==> src/rtl/decode_stage_pkg.sv <==
// Shared decode constants and the ID->EX control bundle.
// ALU select values match control.vh.
package decode_stage_pkg;

  localparam logic [6:0] OPC_OP     = 7'h33;
  localparam logic [6:0] OPC_OP_IMM = 7'h13;
  localparam logic [6:0] OPC_LUI    = 7'h37;
  localparam logic [6:0] OPC_AUIPC  = 7'h17;
  localparam logic [6:0] OPC_JAL    = 7'h6f;
  localparam logic [6:0] OPC_JALR   = 7'h67;
  localparam logic [6:0] OPC_BRANCH = 7'h63;
  localparam logic [6:0] OPC_LOAD   = 7'h03;
  localparam logic [6:0] OPC_STORE  = 7'h23;
  localparam logic [6:0] OPC_FENCE  = 7'h0f;
  localparam logic [6:0] OPC_SYSTEM = 7'h73;

  localparam logic [3:0] ALU_ADD  = 4'd0;
  localparam logic [3:0] ALU_SUB  = 4'd1;
  localparam logic [3:0] ALU_AND  = 4'd2;
  localparam logic [3:0] ALU_OR   = 4'd3;
  localparam logic [3:0] ALU_XOR  = 4'd4;
  localparam logic [3:0] ALU_SLL  = 4'd5;
  localparam logic [3:0] ALU_SRL  = 4'd6;
  localparam logic [3:0] ALU_SRA  = 4'd7;
  localparam logic [3:0] ALU_SLTU = 4'd8;
  localparam logic [3:0] ALU_SLT  = 4'd9;
  localparam logic [3:0] ALU_LUI  = 4'd10;

  localparam logic [1:0] OP1_RS1  = 2'd0;
  localparam logic [1:0] OP1_PC   = 2'd1;
  localparam logic [1:0] OP1_ZERO = 2'd2;

  localparam logic [1:0] OP2_RS2  = 2'd0;
  localparam logic [1:0] OP2_IMM  = 2'd1;
  localparam logic [1:0] OP2_FOUR = 2'd2;

  typedef enum logic [2:0] {
    IMM_I,
    IMM_S,
    IMM_B,
    IMM_U,
    IMM_J
  } imm_fmt_e;

  typedef struct packed {
    logic [3:0]  alu_sel;
    logic [1:0]  op1_sel;
    logic [1:0]  op2_sel;
    logic [31:0] imm;
    logic [4:0]  rs1;
    logic [4:0]  rs2;
    logic [4:0]  rd;
    logic        reg_we;
    logic        mem_re;
    logic        mem_we;
    logic [2:0]  mem_funct3;
    logic        branch;
    logic [2:0]  br_funct3;
    logic        jump;
    logic        jalr;
    logic        illegal;
  } id_ex_t;

endpackage

==> src/rtl/decode_stage_imm_gen.sv <==
// Immediate extraction for the I/S/B/U/J formats,
// sign-extended from instruction bit 31.
module decode_stage_imm_gen
  import decode_stage_pkg::*;
(
  input  logic [31:7] instr,
  input  imm_fmt_e    fmt,
  output logic [31:0] imm
);

  always_comb begin
    imm = '0;
    unique case (fmt)
      IMM_I: imm = {{21{instr[31]}}, instr[30:20]};
      IMM_S: imm = {{21{instr[31]}}, instr[30:25],
                    instr[11:7]};
      IMM_B: imm = {{20{instr[31]}}, instr[7],
                    instr[30:25], instr[11:8], 1'b0};
      IMM_U: imm = {instr[31:12], 12'b0};
      IMM_J: imm = {{12{instr[31]}}, instr[19:12],
                    instr[20], instr[30:21], 1'b0};
      default: imm = '0;
    endcase
  end

endmodule

==> src/rtl/decode_stage.sv <==
// RV32I ID stage: decodes the fetched word into the EX
// control bundle held in a single valid/ready slot.
module decode_stage
  import decode_stage_pkg::*;
#(
  parameter int          XLEN     = 32,
  parameter logic [31:0] RESET_PC = 32'h0000_0000
) (
  input  logic            clk,
  input  logic            rst,
  input  logic            in_valid,
  output logic            in_ready,
  input  logic [31:0]     in_instr,
  input  logic [XLEN-1:0] in_pc,
  input  logic            flush,
  output logic            out_valid,
  input  logic            out_ready,
  output logic [XLEN-1:0] out_pc,
  output logic [3:0]      alu_sel,
  output logic [1:0]      op1_sel,
  output logic [1:0]      op2_sel,
  output logic [31:0]     imm,
  output logic [4:0]      rs1,
  output logic [4:0]      rs2,
  output logic [4:0]      rd,
  output logic            reg_we,
  output logic            mem_re,
  output logic            mem_we,
  output logic [2:0]      mem_funct3,
  output logic            branch,
  output logic [2:0]      br_funct3,
  output logic            jump,
  output logic            jalr,
  output logic            illegal
);

  logic [6:0]  opc;
  logic [2:0]  f3;
  logic [6:0]  f7;
  imm_fmt_e    fmt;
  logic [31:0] imm_w;
  logic        ill;
  id_ex_t      d;
  id_ex_t      q;
  logic        valid_q;
  logic [XLEN-1:0] pc_q;
  logic        accept;

  assign opc = in_instr[6:0];
  assign f3  = in_instr[14:12];
  assign f7  = in_instr[31:25];

  always_comb begin
    fmt = IMM_I;
    unique case (1'b1)
      (opc == OPC_STORE):  fmt = IMM_S;
      (opc == OPC_BRANCH): fmt = IMM_B;
      (opc == OPC_LUI),
      (opc == OPC_AUIPC):  fmt = IMM_U;
      (opc == OPC_JAL):    fmt = IMM_J;
      default:             fmt = IMM_I;
    endcase
  end

  decode_stage_imm_gen u_imm_gen (
    .instr (in_instr[31:7]),
    .fmt   (fmt),
    .imm   (imm_w)
  );

  always_comb begin
    d         = '0;
    ill       = 1'b0;
    d.alu_sel = ALU_ADD;
    d.rs1     = in_instr[19:15];
    d.rs2     = in_instr[24:20];
    d.rd      = in_instr[11:7];
    d.imm     = imm_w;
    unique case (1'b1)
      (opc == OPC_OP): begin
        d.reg_we = 1'b1;
        unique case (f3)
          3'd0: d.alu_sel = f7[5] ? ALU_SUB : ALU_ADD;
          3'd1: d.alu_sel = ALU_SLL;
          3'd2: d.alu_sel = ALU_SLT;
          3'd3: d.alu_sel = ALU_SLTU;
          3'd4: d.alu_sel = ALU_XOR;
          3'd5: d.alu_sel = f7[5] ? ALU_SRA : ALU_SRL;
          3'd6: d.alu_sel = ALU_OR;
          default: d.alu_sel = ALU_AND;
        endcase
      end
      (opc == OPC_OP_IMM): begin
        d.reg_we  = 1'b1;
        d.op2_sel = OP2_IMM;
        unique case (f3)
          3'd0: d.alu_sel = ALU_ADD;
          3'd1: begin
            d.alu_sel = ALU_SLL;
            ill = (f7 != 7'h00);
          end
          3'd2: d.alu_sel = ALU_SLT;
          3'd3: d.alu_sel = ALU_SLTU;
          3'd4: d.alu_sel = ALU_XOR;
          3'd5: begin
            d.alu_sel = f7[5] ? ALU_SRA : ALU_SRL;
            ill = (f7 != 7'h00) && (f7 != 7'h20);
          end
          3'd6: d.alu_sel = ALU_OR;
          default: d.alu_sel = ALU_AND;
        endcase
      end
      (opc == OPC_LUI): begin
        d.alu_sel = ALU_LUI;
        d.op1_sel = OP1_ZERO;
        d.op2_sel = OP2_IMM;
        d.reg_we  = 1'b1;
      end
      (opc == OPC_AUIPC): begin
        d.op1_sel = OP1_PC;
        d.op2_sel = OP2_IMM;
        d.reg_we  = 1'b1;
      end
      (opc == OPC_JAL),
      (opc == OPC_JALR): begin
        d.op1_sel = OP1_PC;
        d.op2_sel = OP2_FOUR;
        d.jump    = 1'b1;
        d.jalr    = (opc == OPC_JALR);
        d.reg_we  = 1'b1;
      end
      (opc == OPC_BRANCH): begin
        d.branch    = 1'b1;
        d.br_funct3 = f3;
        unique case (f3)
          3'd0, 3'd1: d.alu_sel = ALU_SUB;
          3'd4, 3'd5: d.alu_sel = ALU_SLT;
          3'd6, 3'd7: d.alu_sel = ALU_SLTU;
          default:    ill = 1'b1;
        endcase
      end
      (opc == OPC_LOAD): begin
        d.op2_sel    = OP2_IMM;
        d.mem_re     = 1'b1;
        d.reg_we     = 1'b1;
        d.mem_funct3 = f3;
        ill = (f3 == 3'd3) || (f3 > 3'd5);
      end
      (opc == OPC_STORE): begin
        d.op2_sel    = OP2_IMM;
        d.mem_we     = 1'b1;
        d.mem_funct3 = f3;
        ill = (f3 > 3'd2);
      end
      (opc == OPC_FENCE),
      (opc == OPC_SYSTEM): begin
      end
      default: ill = 1'b1;
    endcase
    // An illegal word keeps its indices/imm but does nothing.
    if (ill) begin
      d.alu_sel    = ALU_ADD;
      d.op1_sel    = OP1_RS1;
      d.op2_sel    = OP2_RS2;
      d.reg_we     = 1'b0;
      d.mem_re     = 1'b0;
      d.mem_we     = 1'b0;
      d.mem_funct3 = '0;
      d.branch     = 1'b0;
      d.br_funct3  = '0;
      d.jump       = 1'b0;
      d.jalr       = 1'b0;
    end
    if (d.rd == 5'd0) d.reg_we = 1'b0;
    d.illegal = ill;
  end

  assign in_ready = !valid_q || out_ready;
  assign accept   = in_valid && in_ready && !flush;

  always_ff @(posedge clk) begin
    if (rst) begin
      valid_q     <= 1'b0;
      q           <= '0;
      q.alu_sel   <= ALU_ADD;
      pc_q        <= RESET_PC[XLEN-1:0];
    end else if (flush) begin
      valid_q     <= 1'b0;
      q.reg_we    <= 1'b0;
      q.mem_re    <= 1'b0;
      q.mem_we    <= 1'b0;
      q.branch    <= 1'b0;
      q.jump      <= 1'b0;
      q.jalr      <= 1'b0;
      q.illegal   <= 1'b0;
    end else if (accept) begin
      valid_q     <= 1'b1;
      q           <= d;
      pc_q        <= in_pc;
    end else if (out_ready) begin
      valid_q     <= 1'b0;
    end
  end

  assign out_valid  = valid_q;
  assign out_pc     = pc_q;
  assign alu_sel    = q.alu_sel;
  assign op1_sel    = q.op1_sel;
  assign op2_sel    = q.op2_sel;
  assign imm        = q.imm;
  assign rs1        = q.rs1;
  assign rs2        = q.rs2;
  assign rd         = q.rd;
  assign mem_funct3 = q.mem_funct3;
  assign br_funct3  = q.br_funct3;
  assign reg_we     = q.reg_we  && valid_q;
  assign mem_re     = q.mem_re  && valid_q;
  assign mem_we     = q.mem_we  && valid_q;
  assign branch     = q.branch  && valid_q;
  assign jump       = q.jump    && valid_q;
  assign jalr       = q.jalr    && valid_q;
  assign illegal    = q.illegal && valid_q;

endmodule
==> config.mk <==
export PLATFORM = sky130hd
export DESIGN_NAME = decode_stage
export DESIGN_NICKNAME = d
export VERILOG_FILES = /design/src/rtl/decode_stage_pkg.sv /design/src/rtl/decode_stage_imm_gen.sv /design/src/rtl/decode_stage.sv
export SDC_FILE = /design/constraint.sdc
export NUM_CORES = 1
export LEC_CHECK = 0
export BUFFER_PORTS_ARGS = -buffer_cell sky130_fd_sc_hd__buf_2
export CORE_MARGIN = 2
export CORE_UTILIZATION = 45
export CTS_CLUSTER_SIZE = 24
export DETAILED_ROUTE_END_ITERATION = 8
export PLACE_DENSITY = 0.76
export SYNTH_ARGS = -nofsm -noshare
export SYNTH_HDL_FRONTEND = slang
export SYNTH_HIERARCHICAL = 1
export SYNTH_SLANG_ARGS = --single-unit
==> constraint.sdc <==
create_clock -name clk -period 2.5 [get_ports clk]
set_input_delay 0.5 -clock clk [delete_from_list [all_inputs] [get_ports clk]]
set_output_delay 0.5 -clock clk [all_outputs]
set_load 0.005 [all_outputs]
## Word-level counts from Yosys, hierarchy flattened

Cells that the tools add are included.

- Order comparisons: 2
- Equality and inequality tests: 23
- Mux-type cells: 24
- Bitwise operators: 1
- Reduce and logical (&&, ||, !) cells: 32

Operators by type and width:

| operator | count |
|---|---|
| 32-bit one-hot mux with 5 select lines | 1 |
| 4-bit one-hot mux with 7 select lines | 2 |
| 7-bit equality test, second input constant | 4 |
| 7-bit by 6-bit equality test with 1-bit output, second input constant | 3 |
| 4-bit one-hot mux with 4 select lines | 1 |
| 3-bit equality test, second input constant | 5 |
| 7-bit by 5-bit equality test with 1-bit output, second input constant | 2 |
| 2-bit OR reduction | 7 |
| 7-bit OR reduction | 2 |
| 3-bit by 2-bit equality test with 1-bit output, second input constant | 4 |
| 12-bit 2-to-1 mux | 1 |
| 3-bit one-hot mux with 4 select lines | 1 |
| 4-bit one-hot mux with 3 select lines | 1 |
| 1-bit logical AND | 10 |
| 1-bit 2-to-1 mux | 9 |
| 8-bit 2-to-1 mux | 1 |
| 2-bit one-hot mux with 2 select lines | 2 |
| 7-bit by 2-bit equality test with 1-bit output, second input constant | 1 |
| 7-bit by 4-bit equality test with 1-bit output, second input constant | 1 |
| 7-bit by 6-bit inequality test with 1-bit output, second input constant | 1 |
| 7-bit nonzero test | 1 |
| 3-bit by 1-bit equality test with 1-bit output, second input constant | 2 |
| 3-bit zero test | 2 |
| 6-bit OR reduction | 1 |
| 15 further kinds | 17 |

- Register bits: 101
- Input bits: 69
- Output and inout bits: 102
- Word-level logic and storage cells: 100

## Logic depth before layout (Yosys ltp)

- Depth in word-level cells: 6
- Depth in mapped cells: 11
- Mapped depth without buffers: 8

## Hierarchy

Netlist, hierarchy kept.

Modules (own cells, without submodules):

| module | instances | cells an instance | area an instance (um^2) | sequential area each (um^2) |
|---|---|---|---|---|
| decode_stage | 1 | 554 | 4374.2 | 2021.9 |
| decode_stage_imm_gen | 1 | 94 | 540.5 | 0.0 |

## Least setup slack after synthesis

Ideal clock, no wire load.

- Kind: input -> register
- Start: input port in_instr[5]
- End: register q (netlist bit imm[12])
- Setup time: 0.070 ns
- Arrival time: 2.284 ns
- Data required time: 2.430 ns
- Slack: 0.146 ns
- Stages on the path: 11
- Buffers on the path: 3
- Cell sequence: buf_2 inv_2 or3_1 a211oi_1 buf_2 and2_0 buf_2 a21oi_1 o22ai_1 nand2_1 a21oi_1

RTL lines:

| item | line | text |
|---|---|---|
| start, declared | decode_stage.sv:13 | `input logic [31:0] in_instr,` |
| end, declared | decode_stage.sv:44 | `id_ex_t q;` |

==> run metrics <==
total I/O pin count 171; fin cells 882; Cell Rows 38; largest net degree at the start of global routing 78; Setup WS pre-CTS 85.4 ps; P per Cell Area 576 nW/um2; Reg area 2020 um2; Cell Chain, Critical Path buf_2 -> inv_2 -> or3_1 -> a211oi_2 -> buf_12 -> and2_0 -> a21oi_1 -> o22ai_1 -> nand2_1 -> a21oi_1; Ant. Diodes 0; Mean Syn Cell Area 7.58 um2; CTS tree built; Die X 109 um; async set-or-reset flop fraction in the synthesized netlist 0; GP Congestion 0.865; drt via density 5.12; fillers 1,109; slack of the critical path 457 ps; CTS Hold Bufs 0; sequential element share of the synthesized area 0.411; RSZ-0062 raised after global routing false; first-pass GRT wire length 19,900 um; Max Cap Viol 0; cts repair resizes 0; routed len/inst 14.4 um; clk_skew 11.1 ps; CP Max Fanout 12; Final Hold Fails 0; fmax 489 MHz; final setup fails 0; Tmin final 2040 ps; CTS Sinks 101; Crit Path Category input pin to flip-flop; nets 806; post-synthesis net count 717; Post-Syn Instances 648; Via Count 4,512; Design Power 3.25 mW; Static Leakage 2.52 nW; max_slew headroom 0.442; period utilization 0.817; starting density of the core 0.457; Post-synth EDFFs 0; area growth from synthesis to layout 14.8%; number of global-route vias before repair 4,083; maximum clock path buffer count 2; Critical Path Most Common Cell a21oi_1; critical path endpoint category flip-flop; initial antenna violation count 0; yosys synthesis warning count 6; GRT Util Overall 0.213; Worst-path clk slew 110 ps; Die ar. 11,800 um2; outcome complete, no violations; HP Class input pin to flip-flop; detailed-route wire length 12,700 um; Synth Flop Type dfxtp_1; CP bufs+invs 3; area of the multi-input gates 2180 um2; slowest stage cell, crit path and2_0; CP arrival 2330 ps; worst ir drop on vdd 0.283 mV; total grt overflow 0; Slew Viols, Final 0; Post-Syn Area 4910 um2; Fin Hold WS 356 ps; Largest stage delay, worst path 370 ps; HPWL Detailed 8900 um; Required @ worst endpoint 2790 ps; Initial DRC Count 286; DRT Pass-1 Iters 5; Clock Latency Late Sink 360 ps; worst slew pin tran 837 ps; core area 10,700 um2; TNS Setup 0 ps; dpl cells 866; Unique masters post-synth 54; # H-tree levels 3; layout cells sized above 1 0.295; PortBufs 170; root buffer cell clkbuf_8; Routed Antenna Nets 0; Post-CTS Setup Bufs 0; Post-route DRC 0; number of synthesized register bits 101; Worst setup SP type input pin; Chip Height 109 um; cell family with the largest share of critical-path delay simple AND/OR/NAND/NOR gates; total CTS buffers 9
-- power by group --
group | total [mW] | internal (mW) | switching [mW]
logic | 0.421 | 0.172 | 0.249
registers | 1.70 | 1.67 | 0.0319
clock network | 1.12 | 0.510 | 0.614
-- metrics by stage --
stage                     utilization  area, um2
final                           0.525       5640
after global routing            0.525       5640
after CTS                       0.525       5640
after detailed placement        0.505       5430
after global placement          0.505       5430
after floorplan                     -       4910
-- sequential cells by signal, summed over array words and instances (netlist names) --
register,count
alu_sel,4
br_funct3,3
imm,32
mem_funct3,3
op1_sel,2
op2_sel,2
out_pc,32
out_valid,1
q,7
rd,5
rs1,5
rs2,5
-- cells by family after synthesis --
kind of cell / count (synthesis) / share of synthesized area
adders and majority gates: 1 / 0.00229
muxes: 5 / 0.0112
and+or+nand+nor: 270 / 0.251
AOI/OAI and AO/OA: 153 / 0.176
buffers and inverters: 118 / 0.148
DFF: 101 / 0.411
-- synthesized netlist by cell type (3+ instances only) --
| master | instances | area, um2 |
|---|---|---|
| nand2b_1 | 8 | 50.1 |
| o22ai_1 | 13 | 81.3 |
| nor2b_1 | 9 | 56.3 |
| nand4_1 | 3 | 18.8 |
| nor4_1 | 3 | 18.8 |
| nand3b_1 | 3 | 22.5 |
| inv_1 | 9 | 33.8 |
| nor3_1 | 7 | 35.0 |
| buf_6 | 4 | 45.0 |
| buf_2 | 20 | 100 |
| a32o_1 | 4 | 40.0 |
| clkbuf_1 | 22 | 82.6 |
| nand2_1 | 192 | 721 |
| dfxtp_1 | 101 | 2020 |
| a21oi_1 | 110 | 551 |
| nand3_1 | 3 | 15.0 |
| and2_1 | 9 | 56.3 |
| mux2_2 | 4 | 45.0 |
| buf_4 | 61 | 458 |
| a22o_1 | 6 | 52.6 |
| o21ai_0 | 7 | 35.0 |
| nor2_1 | 14 | 52.6 |
-- worst min-delay path, cell delays in order --
cell	delay [ps]
buf_2	90
nand2_1	40
a21oi_1	50
-- routing by layer --
metal	global-route usage	part of all wire
met3	0.0711	0.10
met2	0.342	0.45
met5	0	0
met1	0.275	0.44
met4	0.0531	0.011
-- placed cells by master (no fill, tap or decap), drive strengths merged, types with 9 or more instances in the layout --
cell    Yosys  routed
nor2b       9       9
clkbuf     22      10
nand2     192     192
o22ai      13      13
a21oi     110     110
buf        86     186
dfxtp     101     101
nor2       14      14
nand2b      9       9
inv        10      12
and2       10      10
-- worst paths after layout --
path | cells after the start | start | slack, ps | endpoint
worst max-delay path | 10 | in_instr[5] | 460 | imm[13]$_SDFFE_PP0P_
worst min-delay path | 3 | in_pc[6] | 360 | out_pc[6]$_SDFFE_PP0P_
worst max register to register | 6 | out_valid$_SDFFE_PP0P_ | 780 | q[2]$_SDFFE_PP0P_
worst min register to register | 2 | rs1[0]$_SDFFE_PP0P_ | 460 | rs1[0]$_SDFFE_PP0P_
-- final cells by class --
cell class                 instances  area share
inverter                          10     0.00665
clock buffer                      10      0.0244
sequential                       101       0.358
clock inverter                     6      0.0140
multi-input combinational        429       0.387
tap                              140      0.0310
timing repair buffer             186       0.179
Power figures use the tool's default switching activity.
